`config.mk`:
```
export PLATFORM = sky130hd
export DESIGN_NAME = bit_destuffer
export DESIGN_NICKNAME = d
export VERILOG_FILES = /design/src/rtl/destuff_pkg.sv /design/src/rtl/bit_destuffer_hold_buf.sv /design/src/rtl/bit_destuffer.sv
export SDC_FILE = /design/constraint.sdc
export NUM_CORES = 1
export LEC_CHECK = 0
export BUFFER_PORTS_ARGS = -buffer_cell sky130_fd_sc_hd__buf_4
export CAP_MARGIN = 0
export CORE_MARGIN = 2
export CORE_UTILIZATION = 45
export DETAILED_ROUTE_END_ITERATION = 7
export GPL_TIMING_DRIVEN = 0
export PLACE_DENSITY_LB_ADDON = 0.3
export SLEW_MARGIN = 0
export SYNTH_ARGS = -nofsm -noshare
export SYNTH_HDL_FRONTEND = slang
export SYNTH_SLANG_ARGS = --single-unit
```
`constraint.sdc`:
```
create_clock -name clk -period 2.2 [get_ports clk]
set_input_delay 0.44 -clock clk [delete_from_list [all_inputs] [get_ports clk]]
set_output_delay 0.44 -clock clk [all_outputs]
set_load 0.02 [all_outputs]
```
`src/rtl/destuff_pkg.sv`:
```
`default_nettype none
// ============================================================================
// Module   : destuff_pkg
// Purpose  : Shared defaults, abort-run length and saturating increment for
//            the bit de-stuffing datapath.
// Revision : 1.0 - initial release
// ============================================================================
package destuff_pkg;

  localparam int DEF_DATA_W = 8;
  localparam int DEF_CNT_W  = 8;

  // Consecutive accepted ones that signal an abort (only used when the
  // ABORT_DETECT_EN macro is defined).
  localparam int ABORT_RUN  = 7;
  localparam int RUN_W      = $clog2(ABORT_RUN + 1);

  // Increment val, holding at the all-ones value of a width-bit counter.
  // Counters up to 32 bits wide are supported.
  function automatic logic [31:0] sat_inc(input logic [31:0] val,
                                          input int unsigned width);
    logic [31:0] max_v;
    max_v = (width >= 32) ? 32'hFFFF_FFFF : ((32'd1 << width) - 32'd1);
    return (val >= max_v) ? val : val + 32'd1;
  endfunction

endpackage : destuff_pkg
`default_nettype wire

```
`src/rtl/bit_destuffer_hold_buf.sv`:
```
`default_nettype none
// ============================================================================
// Module   : byte_hold_buf
// Purpose  : One-entry valid/ready output register. A load is taken when the
//            entry is empty or is being drained in the same cycle; otherwise
//            the incoming word is dropped and ovr_pulse is raised.
// Revision : 1.0 - initial release
// ============================================================================
module byte_hold_buf
  import destuff_pkg::*;
#(
  parameter int DATA_W = DEF_DATA_W
) (
  input  logic              clk,
  input  logic              rst,
  input  logic              load,
  input  logic [DATA_W-1:0] data_in,
  input  logic              out_ready,
  output logic [DATA_W-1:0] out_data,
  output logic              out_valid,
  output logic              ovr_pulse
);

  logic              valid_q, valid_d;
  logic [DATA_W-1:0] data_q,  data_d;

  // Next-state: load (with pass-through on drain), consume, or drop on full.
  always_comb begin
    valid_d   = valid_q;
    data_d    = data_q;
    ovr_pulse = 1'b0;
    if (load) begin
      if (!valid_q || out_ready) begin
        valid_d = 1'b1;
        data_d  = data_in;
      end else begin
        ovr_pulse = 1'b1;
      end
    end else if (valid_q && out_ready) begin
      valid_d = 1'b0;
    end
  end

  // Entry register; data keeps its last value after the word is consumed.
  always_ff @(posedge clk or posedge rst) begin
    if (rst) begin
      valid_q <= 1'b0;
      data_q  <= '0;
    end else begin
      valid_q <= valid_d;
      data_q  <= data_d;
    end
  end

  assign out_data  = data_q;
  assign out_valid = valid_q;

endmodule : byte_hold_buf
`default_nettype wire

```
`src/rtl/bit_destuffer.sv`:
```
`default_nettype none
// ============================================================================
// Module   : bit_destuffer
// Purpose  : Removes detector-flagged stuffed zeros from a serial line and
//            assembles the remaining bits LSB-first into DATA_W-bit words,
//            presented through a one-entry valid/ready buffer. Counts removed
//            bits and flags lost words.
// Options  : ABORT_DETECT_EN - abort a partial word on a run of ABORT_RUN
//            accepted ones and pulse the abort output.
// Revision : 1.0 - initial release
// ============================================================================
module bit_destuffer
  import destuff_pkg::*;
#(
  parameter int DATA_W = DEF_DATA_W,
  parameter int CNT_W  = DEF_CNT_W
) (
  input  logic              clk,
  input  logic              rst,
  input  logic              i,
  input  logic              w,
  input  logic              clr,
  output logic [DATA_W-1:0] out_data,
  output logic              out_valid,
  input  logic              out_ready,
  output logic [CNT_W-1:0]  stuff_cnt,
  output logic              overrun,
  output logic              abort
);

  localparam int                 BIT_CNT_W = $clog2(DATA_W);
  localparam logic [BIT_CNT_W-1:0] LAST_BIT = BIT_CNT_W'(DATA_W - 1);

  logic                 bit_d_q,     bit_d_d;
  logic                 bit_d_vld_q, bit_d_vld_d;
  logic [BIT_CNT_W-1:0] bit_cnt_q,   bit_cnt_d;
  logic [DATA_W-1:0]    shreg_q,     shreg_d;
  logic [CNT_W-1:0]     stuff_cnt_q, stuff_cnt_d;
  logic                 overrun_q,   overrun_d;

  logic                 word_load;
  logic [DATA_W-1:0]    word_data;
  logic                 ovr_pulse;
  logic                 abort_hit;

`ifdef ABORT_DETECT_EN
  logic [RUN_W-1:0]     run_q,   run_d;
  logic                 abort_q, abort_d;
  logic [RUN_W-1:0]     run_next;
`endif

  // Accept rule: drop flagged bits, otherwise shift the delayed bit into the
  // word and hand a completed word to the output buffer.
  always_comb begin
    bit_d_d     = i;
    bit_d_vld_d = 1'b1;
    bit_cnt_d   = bit_cnt_q;
    shreg_d     = shreg_q;
    stuff_cnt_d = stuff_cnt_q;
    word_load   = 1'b0;
    word_data   = shreg_q;
    abort_hit   = 1'b0;
`ifdef ABORT_DETECT_EN
    run_d       = run_q;
    abort_d     = 1'b0;
    run_next    = '0;
`endif
    if (clr) begin
      bit_cnt_d   = '0;
      shreg_d     = '0;
      stuff_cnt_d = '0;
`ifdef ABORT_DETECT_EN
      run_d       = '0;
`endif
    end else if (bit_d_vld_q) begin
      if (w) begin
        stuff_cnt_d = CNT_W'(sat_inc(32'(stuff_cnt_q), CNT_W));
      end else begin
`ifdef ABORT_DETECT_EN
        run_next = bit_d_q ? run_q + RUN_W'(1) : '0;
        if (run_next == RUN_W'(ABORT_RUN)) begin
          abort_hit = 1'b1;
          abort_d   = 1'b1;
          run_d     = '0;
        end else begin
          run_d     = run_next;
        end
`endif
        word_data[bit_cnt_q] = bit_d_q;
        if (abort_hit) begin
          bit_cnt_d = '0;
          shreg_d   = '0;
        end else if (bit_cnt_q == LAST_BIT) begin
          word_load = 1'b1;
          bit_cnt_d = '0;
          shreg_d   = '0;
        end else begin
          shreg_d   = word_data;
          bit_cnt_d = bit_cnt_q + BIT_CNT_W'(1);
        end
      end
    end
  end

  // Sticky overrun: set by a dropped word, cleared only by clr.
  always_comb begin
    overrun_d = clr ? 1'b0 : (overrun_q | ovr_pulse);
  end

  // Alignment register, word assembly state and counters.
  always_ff @(posedge clk or posedge rst) begin
    if (rst) begin
      bit_d_q     <= 1'b0;
      bit_d_vld_q <= 1'b0;
      bit_cnt_q   <= '0;
      shreg_q     <= '0;
      stuff_cnt_q <= '0;
      overrun_q   <= 1'b0;
    end else begin
      bit_d_q     <= bit_d_d;
      bit_d_vld_q <= bit_d_vld_d;
      bit_cnt_q   <= bit_cnt_d;
      shreg_q     <= shreg_d;
      stuff_cnt_q <= stuff_cnt_d;
      overrun_q   <= overrun_d;
    end
  end

`ifdef ABORT_DETECT_EN
  // Run-of-ones tracker and registered abort pulse.
  always_ff @(posedge clk or posedge rst) begin
    if (rst) begin
      run_q   <= '0;
      abort_q <= 1'b0;
    end else begin
      run_q   <= run_d;
      abort_q <= abort_d;
    end
  end

  assign abort = abort_q;
`else
  assign abort = 1'b0;
`endif

  byte_hold_buf #(
    .DATA_W (DATA_W)
  ) u_hold_buf (
    .clk       (clk),
    .rst       (rst),
    .load      (word_load),
    .data_in   (word_data),
    .out_ready (out_ready),
    .out_data  (out_data),
    .out_valid (out_valid),
    .ovr_pulse (ovr_pulse)
  );

  assign stuff_cnt = stuff_cnt_q;
  assign overrun   = overrun_q;

endmodule : bit_destuffer
`default_nettype wire
```
==> out/results.env, run 1 <==
STATUS='finished, final reports clean'
AGGREGATE_ROUTED_WIRE_LENGTH_UM=3090
FP-ROW-COUNT=21
TRACK_USAGE_PCT=16.7
WORSTREGTOREGCELLS=6
CPMOSTUSEDCELL='sky130_fd_sc_hd__ha_1'
POST_SYNTHESIS_REGISTER_BIT_COUNT=31
YS_DOMINANT_REG_CELL='sky130_fd_sc_hd__dfrtp_1'
DRT_FIRST_ITER_VIOLATIONS=35
CLK_ROOT_BUFFER_CELL='sky130_fd_sc_hd__clkbuf_4'
SLOWEST_STAGE='sky130_fd_sc_hd__or4b_4'
FIRST_GLOBAL_VIAS=1161
DIE_HEIGHT_UM=63.8
UNREPAIRED_SETUP_ENDPOINTS_AFTER_GLOBAL_ROUTING='no'
POST-ROUTE-MIN-PERIOD_NS=1.81
AREA_DELTA_SYNTH_FINAL_PCT=18.1
CRIT_REQUIRED_NS=2.48
TRITONCTS.NUM_BUFFERS=5
GRTUSAGEMET1_PCT=21.7
LAYOUT_SETUP_WS_NS=0.390
TIMING.CRITICAL_PATH.TO_TYPE='flip-flop'
GRT_PASS1_WL_UM=5330
ANTENNA_VIOLATING_NETS_POST_ROUTE=0
HPWL_AFTER_DETAILED_PLACEMENT_UM=2170
FILLERS=289
REPORT.FINAL.SETUP_VIOL=0
YOSYSUNIQUECELLTYPES=39
GRT_OVERFLOW_TOTAL=0
SLEW_LIMIT_HEADROOM_PCT=22.2
SYNTH_ENABLE_FLOP_CELLS=0
CLOCK_PATH_BUFFERS=2
TOTAL_LEAKAGE_POWER_nW=0.922
CP_DELAY_BY_FAMILY_TOP='simple AND/OR/NAND/NOR gates'
FIN_CELLS=213
FINAL_NETS=175
VIASPERCELL=5.54
MAX_FO_CRITICAL_PATH=9
FIN_SETUP_TNS_NS=0
IRDROPWORSTVDD_V=0.000299
SYNTHESIS.NETS=146
TIMING_WORST_SLEW_PIN_VALUE_NS=1.17
SYNTH-ASYNC-RESET-RATIO_PCT=100
CRIT_CHAIN='ha_1 -> ha_1 -> clkbuf_1 -> or4b_4 -> nor2_1 -> a21o_1'
HOLDBUFCOUNTCTS=0
GRT_START_MAX_NET_PINS=32
DRV_CAP=0
REMAINING_ROUTING_DRC_VIOLATIONS=0
CRITPATHKIND='flip-flop to flip-flop'
CP_NUM_CELLS=6
TIMING.HOLD.WORST_PATH_DEPTH=1
GRTUSAGEMET2_PCT=26.4
GPL.FINAL_WEIGHTED_CONGESTION=0.783
CTS_SINKS=31
DIE_X_UM=63.8
PLACED_CELLS_INCL_TAPS=205
RANKING_OF_SYNTHESIZED_CELLS_BY_AREA='sky130_fd_sc_hd__dfrtp_1, sky130_fd_sc_hd__mux2_4, sky130_fd_sc_hd__mux2_1'
SYNTH.CELLS.MOST_FREQUENT='sky130_fd_sc_hd__dfrtp_1, sky130_fd_sc_hd__a21oi_1, sky130_fd_sc_hd__nor2_1, sky130_fd_sc_hd__a31oi_1, sky130_fd_sc_hd__inv_1'
POST_ROUTE_CELLS_DRIVE_ABOVE_1_SHARE_PCT=29.3
FINALCLOCKSKEW_NS=0.0128
INITIAL_STANDARD_CELL_UTILIZATION_OF_THE_CORE_PCT=47.4
POSTCTSRESIZEDCELLS=0
PRECTSSETUPSLACK_NS=0.438
FINALMAXSLEWVIOLATIONS=0
ANT_CELLS=0
DETAIL_ROUTE.FIRST_PASS.ITERATIONS=4
CTS_TREE='done'
SYNTHMOSTINSTANTIATEDCELL='sky130_fd_sc_hd__dfrtp_1'
GRT_ANTENNA_BEFORE_REPAIR=0
STARTPOINT_TYPE='flip-flop'
IO_PINS=25
NUM_VIAS=1179
P_PER_CELL_AREA_mW_PER_MM2=553
YOSYSSEQAREASHARE_PCT=48.3
WORSTPATHBUFFERINVERTERCOUNT=1
SYNTH.TOP_CELL.AREA_SHARE_PCT=48.3
SYNTH.AVG_CELL_AREA_UM2=11.7
PORTBUFFERS=22
HP-CLASS='input pin to flip-flop'
POST_CTS_SETUP_INSERTS=0
CTS_MAX_LEVEL=2
DETAILED_ROUTE_WIRE_LENGTH_PER_CELL_UM=14.5
WORST_PATH_LARGEST_CELL_DELAY_NS=0.57
TIMING_HOLD_VIOLATIONS_FINAL=0
DESIGN.CORE.AREA_MM2=0.00339
MAPPEDNETLISTAREA_MM2=0.00161
POST-SYNTH-TOP-AREA-CELL='sky130_fd_sc_hd__dfrtp_1'
PERIOD_SHARE_PCT=82.3
CLOCK.FMAX_MHz=552
NETLIST_INSTANCES=137
WORST_EP_ARRIVAL_TIME_NS=2.09
DIEAREA_MM2=0.00406
SYNTH-WARNING-COUNT=0
CLKTRANSATPATHREGS_NS=0.10
CLK_LATENCY_NS=0.33
GRT_BUSIEST_LAYER='met2'
GR_UTIL_MET3_PCT=4.23
[cells by family (layout without fill, tap and decap cells)]
family / after synthesis / in the layout / synth area share, %
AO/OA/AOI/OAI: 33 / 33 / 17.0
buffers and inverters: 18 / 48 / 6.46
other: 2 / 2 / 0.467
multiplexers: 15 / 15 / 11.3
flip-flops: 31 / 31 / 48.3
AND/OR/NAND/NOR: 35 / 35 / 14.2
adder cells (fa/ha/maj): 3 / 3 / 2.34
[power by group]
part | internal, W | switching, W | total, W
clock | 0.000188 | 0.000194 | 0.000382
combinational | 0.0000315 | 0.0000509 | 0.0000824
sequential | 0.000577 | 0.00000752 | 0.000584
[layout by cell type, fill, tap and decap left out, types with 6 or more instances in the layout]
cell                      Yosys  layout
sky130_fd_sc_hd__a21oi_1      7       7
sky130_fd_sc_hd__nor2_1       7       7
sky130_fd_sc_hd__dfrtp_1     31      31
sky130_fd_sc_hd__buf_4        2      24
sky130_fd_sc_hd__inv_1        6       6
sky130_fd_sc_hd__a31oi_1      6       6
[sequential cells by signal, indices dropped and copies added (netlist names)]
signal / cells
bit_d_q: 1
shreg_q: 8
bit_cnt_q: 3
bit_d_vld_q: 1
overrun: 1
stuff_cnt: 8
u_hold_buf.out_data: 8
u_hold_buf.out_valid: 1
[through the flow]
stage	hold WS, ns	utilization (%)	total power [W]	area, um2
final	0.217	56.0	0.00105	1900
after global routing	0.188	56.0	0.00110	1900
after CTS	0.202	56.0	0.00106	1900
after detailed placement	0.473	54.0	0.000679	1830
after global placement	0.469	54.0	0.000676	1830
after floorplan	0.455	-	0.000653	1610
[area by class of cell]
class	instances	area [um2]	area share [%]
multi-input cells	88	727	38.3
inverters	6	22.5	1.19
repair buffers	22	165	8.70
clock buffers	8	68.8	3.63
plain buffers	12	81.3	4.28
flip-flops and latches	31	776	40.9
well taps	46	57.6	3.03
[final timing paths]
path / slack [ns] / from / endpoint
min in group asynchronous: 0.41 / rst / bit_cnt_q[0]
hold / removal: 0.22 / i / bit_d_q
setup reg to reg: 0.39 / bit_cnt_q[0] / bit_cnt_q[0]
setup / recovery: 0.39 / bit_cnt_q[0] / bit_cnt_q[0]
max in group asynchronous: 1.09 / rst / stuff_cnt[2]
hold reg to reg: 0.49 / shreg_q[2] / shreg_q[2]
[per-layer routing]
layer | up-vias | wire length [um]
li1 | 564 | -
met4 | 0 | 53
met5 | - | 0
met3 | 7 | 139
met2 | 26 | 1430
met1 | 582 | 1470
No activity file was read; power rests on OpenSTA's default activity.
==> run 2, diff against run 1 <==
- clock period: 2.2 -> 1.45 ns (I/O delays scaled with it)
==> out/results.env, run 2 (synthesis gave the netlist of run 1 again) <==
STATUS='finished with violations'
VIOLATIONS_IN_THE_FINAL_REPORTS='negative setup slack'
CLKTRANSATPATHREGS_NS=0.09  # about the same
DIEAREA_MM2=0.00406  # unchanged
DETAILED_ROUTE_WIRE_LENGTH_PER_CELL_UM=16.4  # +13%
CLOCK.FMAX_MHz=648  # +17%
UNREPAIRED_SETUP_ENDPOINTS_AFTER_GLOBAL_ROUTING='yes'
CTS_SINKS=31  # unchanged
GR_UTIL_MET3_PCT=6.51  # +2.3 points
DESIGN.CORE.AREA_MM2=0.00339  # unchanged
WORST_PATH_LARGEST_CELL_DELAY_NS=0.53  # -0.04 ns
DIE_X_UM=63.8  # unchanged
LAYOUT_SETUP_WS_NS=-0.0938  # -0.484 ns
LAYOUT_COMMONEST_CELL='sky130_fd_sc_hd__buf_4'
CTS_TREE='done'
GRT_OVERFLOW_TOTAL=0  # unchanged
TRITONCTS.NUM_BUFFERS=5  # unchanged
STARTPOINT_TYPE='flip-flop'
TRACK_USAGE_PCT=19.5  # +2.7 points
VIASPERCELL=5.52  # -0.23%
POST_ROUTE_CELLS_DRIVE_ABOVE_1_SHARE_PCT=46.0  # +17 points
REMAINING_ROUTING_DRC_VIOLATIONS=0  # unchanged
CLK_ROOT_BUFFER_CELL='sky130_fd_sc_hd__clkbuf_4'
POST-ROUTE-MIN-PERIOD_NS=1.54  # -0.266 ns
CTS_MAX_LEVEL=2  # unchanged
DIE_HEIGHT_UM=63.8  # unchanged
INITIAL_STANDARD_CELL_UTILIZATION_OF_THE_CORE_PCT=47.4  # unchanged
AGGREGATE_ROUTED_WIRE_LENGTH_UM=3610  # +17%
CRITPATHKIND='flip-flop to flip-flop'
SLEW_LIMIT_HEADROOM_PCT=21.0  # -1.2 points
IRDROPWORSTVDD_V=0.000461  # +54%
WORST_EP_ARRIVAL_TIME_NS=1.82  # -0.27 ns
GPL.FINAL_WEIGHTED_CONGESTION=0.825  # +5.4%
REPORT.FINAL.SETUP_VIOL=12  # +12
STORAGE_CELL_AREA_UM2=785  # +1.1%
HP-CLASS='input pin to flip-flop'
TOTAL_POWER_W=0.00161  # +53%
MULTI_INPUT_COMB_AREA_UM2=806  # +11%
CP_DELAY_BY_FAMILY_TOP='simple AND/OR/NAND/NOR gates'
GRT_PASS1_WL_UM=6040  # +13%
PORTBUFFERS=22  # unchanged
GRTUSAGEMET1_PCT=22.8  # +1.0 points
TIMING_HOLD_VIOLATIONS_FINAL=0  # unchanged
DRT_FIRST_ITER_VIOLATIONS=60  # +71%
FINALMAXSLEWVIOLATIONS=0  # unchanged
ANTENNA_VIOLATING_NETS_POST_ROUTE=0  # unchanged
FIRST_GLOBAL_VIAS=1246  # +7.3%
TIMING_WORST_SLEW_PIN_VALUE_NS=1.18  # +0.0180 ns
GRT_BUSIEST_LAYER='met2'
WORSTPATHBUFFERINVERTERCOUNT=0  # -1
GRT_ANTENNA_BEFORE_REPAIR=0  # unchanged
GRT_START_MAX_NET_PINS=32  # unchanged
GRTUSAGEMET2_PCT=34.6  # +8.2 points
P_PER_CELL_AREA_mW_PER_MM2=788  # +43%
CRIT_REQUIRED_NS=1.72  # -0.76 ns
FP-ROW-COUNT=21  # unchanged
FIN_CELLS=220  # +3.3%
TOTAL_LEAKAGE_POWER_nW=0.951  # +3.1%
FINALCLOCKSKEW_NS=0.0124  # -0.000423 ns
SLOWEST_STAGE='sky130_fd_sc_hd__or4b_4'
NUM_VIAS=1215  # +3.1%
ANT_CELLS=0  # unchanged
CLOCK_PATH_BUFFERS=2  # unchanged
PLACED_CELLS_INCL_TAPS=205  # unchanged
CRIT_CHAIN='ha_2 -> ha_4 -> or4b_4 -> nor2_2 -> a21o_1'
TIMING.CRITICAL_PATH.TO_TYPE='flip-flop'
CLK_LATENCY_NS=0.34  # about the same
LAYOUT_COMMON_CELLS='sky130_fd_sc_hd__buf_4, sky130_fd_sc_hd__dfrtp_1, sky130_fd_sc_hd__dfrtp_2'
HPWL_AFTER_DETAILED_PLACEMENT_UM=2380  # +9.8%
AREA_DELTA_SYNTH_FINAL_PCT=27.2
DRV_CAP=0  # unchanged
DETAIL_ROUTE.FIRST_PASS.ITERATIONS=4  # unchanged
FINAL_NETS=182  # +4.0%
IO_PINS=25  # unchanged
PERIOD_SHARE_PCT=106  # +24 points
FILLERS=284  # -1.7%
MAX_FO_CRITICAL_PATH=5  # -4
[run 2: cell count changes in the layout (fill, tap and decap cells not counted), moves of 2 or more]
cell / change
sky130_fd_sc_hd__buf_2: -2
sky130_fd_sc_hd__a21oi_2: +4
sky130_fd_sc_hd__dfrtp_2: +7
sky130_fd_sc_hd__nor3b_2: +2
sky130_fd_sc_hd__nor3b_1: -2
sky130_fd_sc_hd__ha_4: +2
sky130_fd_sc_hd__ha_1: -3
sky130_fd_sc_hd__a21oi_1: -4
sky130_fd_sc_hd__o2bb2ai_2: +2
sky130_fd_sc_hd__dfrtp_1: -7
sky130_fd_sc_hd__o2bb2ai_1: -2
sky130_fd_sc_hd__buf_4: +10
[run 2: area by class of cell]
class / instances / share of cell area, %
multi-input combinational: 88 / 39.4
sequential: 31 / 38.4
timing repair buffer: 32 / 11.9
clock buffer: 8 / 3.37
buffer: 9 / 2.94
tap: 46 / 2.82
inverter: 6 / 1.10
[run 2: final timing paths]
check                        startpoint                      to  slack [ns]  depth (start not counted)
max                        bit_cnt_q[0]            bit_cnt_q[0]       -0.09                          5
max in group asynchronous           rst            stuff_cnt[5]        0.38                          2
min in group asynchronous           rst  u_hold_buf.out_data[2]        0.26                          2
min reg2reg                  shreg_q[7]              shreg_q[7]        0.50                          1
max reg2reg                bit_cnt_q[0]            bit_cnt_q[0]       -0.09                          5
min                                   i                 bit_d_q        0.07                          1
[run 2: power breakdown]
| group | switching, W | internal (W) | leakage, nW | total (W) |
|---|---|---|---|---|
| Sequential | 0.0000152 | 0.000876 | 0.415 | 0.000891 |
| Clock | 0.000295 | 0.000285 | 0.0386 | 0.000580 |
| Combinational | 0.0000848 | 0.0000532 | 0.497 | 0.000138 |
| Total | 0.000395 | 0.00121 | 0.951 | 0.00161 |
[run 2: worst register-to-register path, cell delays in order (launching register included)]
cell and delay, ns:
sky130_fd_sc_hd__dfrtp_1 0.40, sky130_fd_sc_hd__ha_2 0.20, sky130_fd_sc_hd__ha_4 0.17, sky130_fd_sc_hd__or4b_4 0.53, sky130_fd_sc_hd__nor2_2 0.10, sky130_fd_sc_hd__a21o_1 0.09
[run 2: through the flow]
step	instance area (um2)	utilization [%]	setup slack (ns)	setup TNS [ns]	hold WS, ns
floorplan	1640	-	-0.117	-0.712	0.321
global placement	1860	55.0	-0.181	-1.37	0.399
detailed placement	1860	55.0	-0.223	-2.08	0.402
CTS	2010	59.4	-0.157	-1.15	0.0555
global route	2040	60.3	-0.138	-1.44	0.0329
finish	2040	60.3	-0.0938	-0.627	0.0650
[run 2: layer usage]
metal  share of wire (%)  up-vias
li1                    -      579
met1                  43      602
met2                  51       28
met3                 4.2        6
met4                 1.2        0
met5                   0        -
[run 2: repair_timing]
action                     4_1_cts  5_1_grt
pin swaps                        9        7
setup endpoints to repair       13       19
gates cloned                     0        0
hold buffers                     0        0
resized for setup               11        8
buffers inserted                 8        2
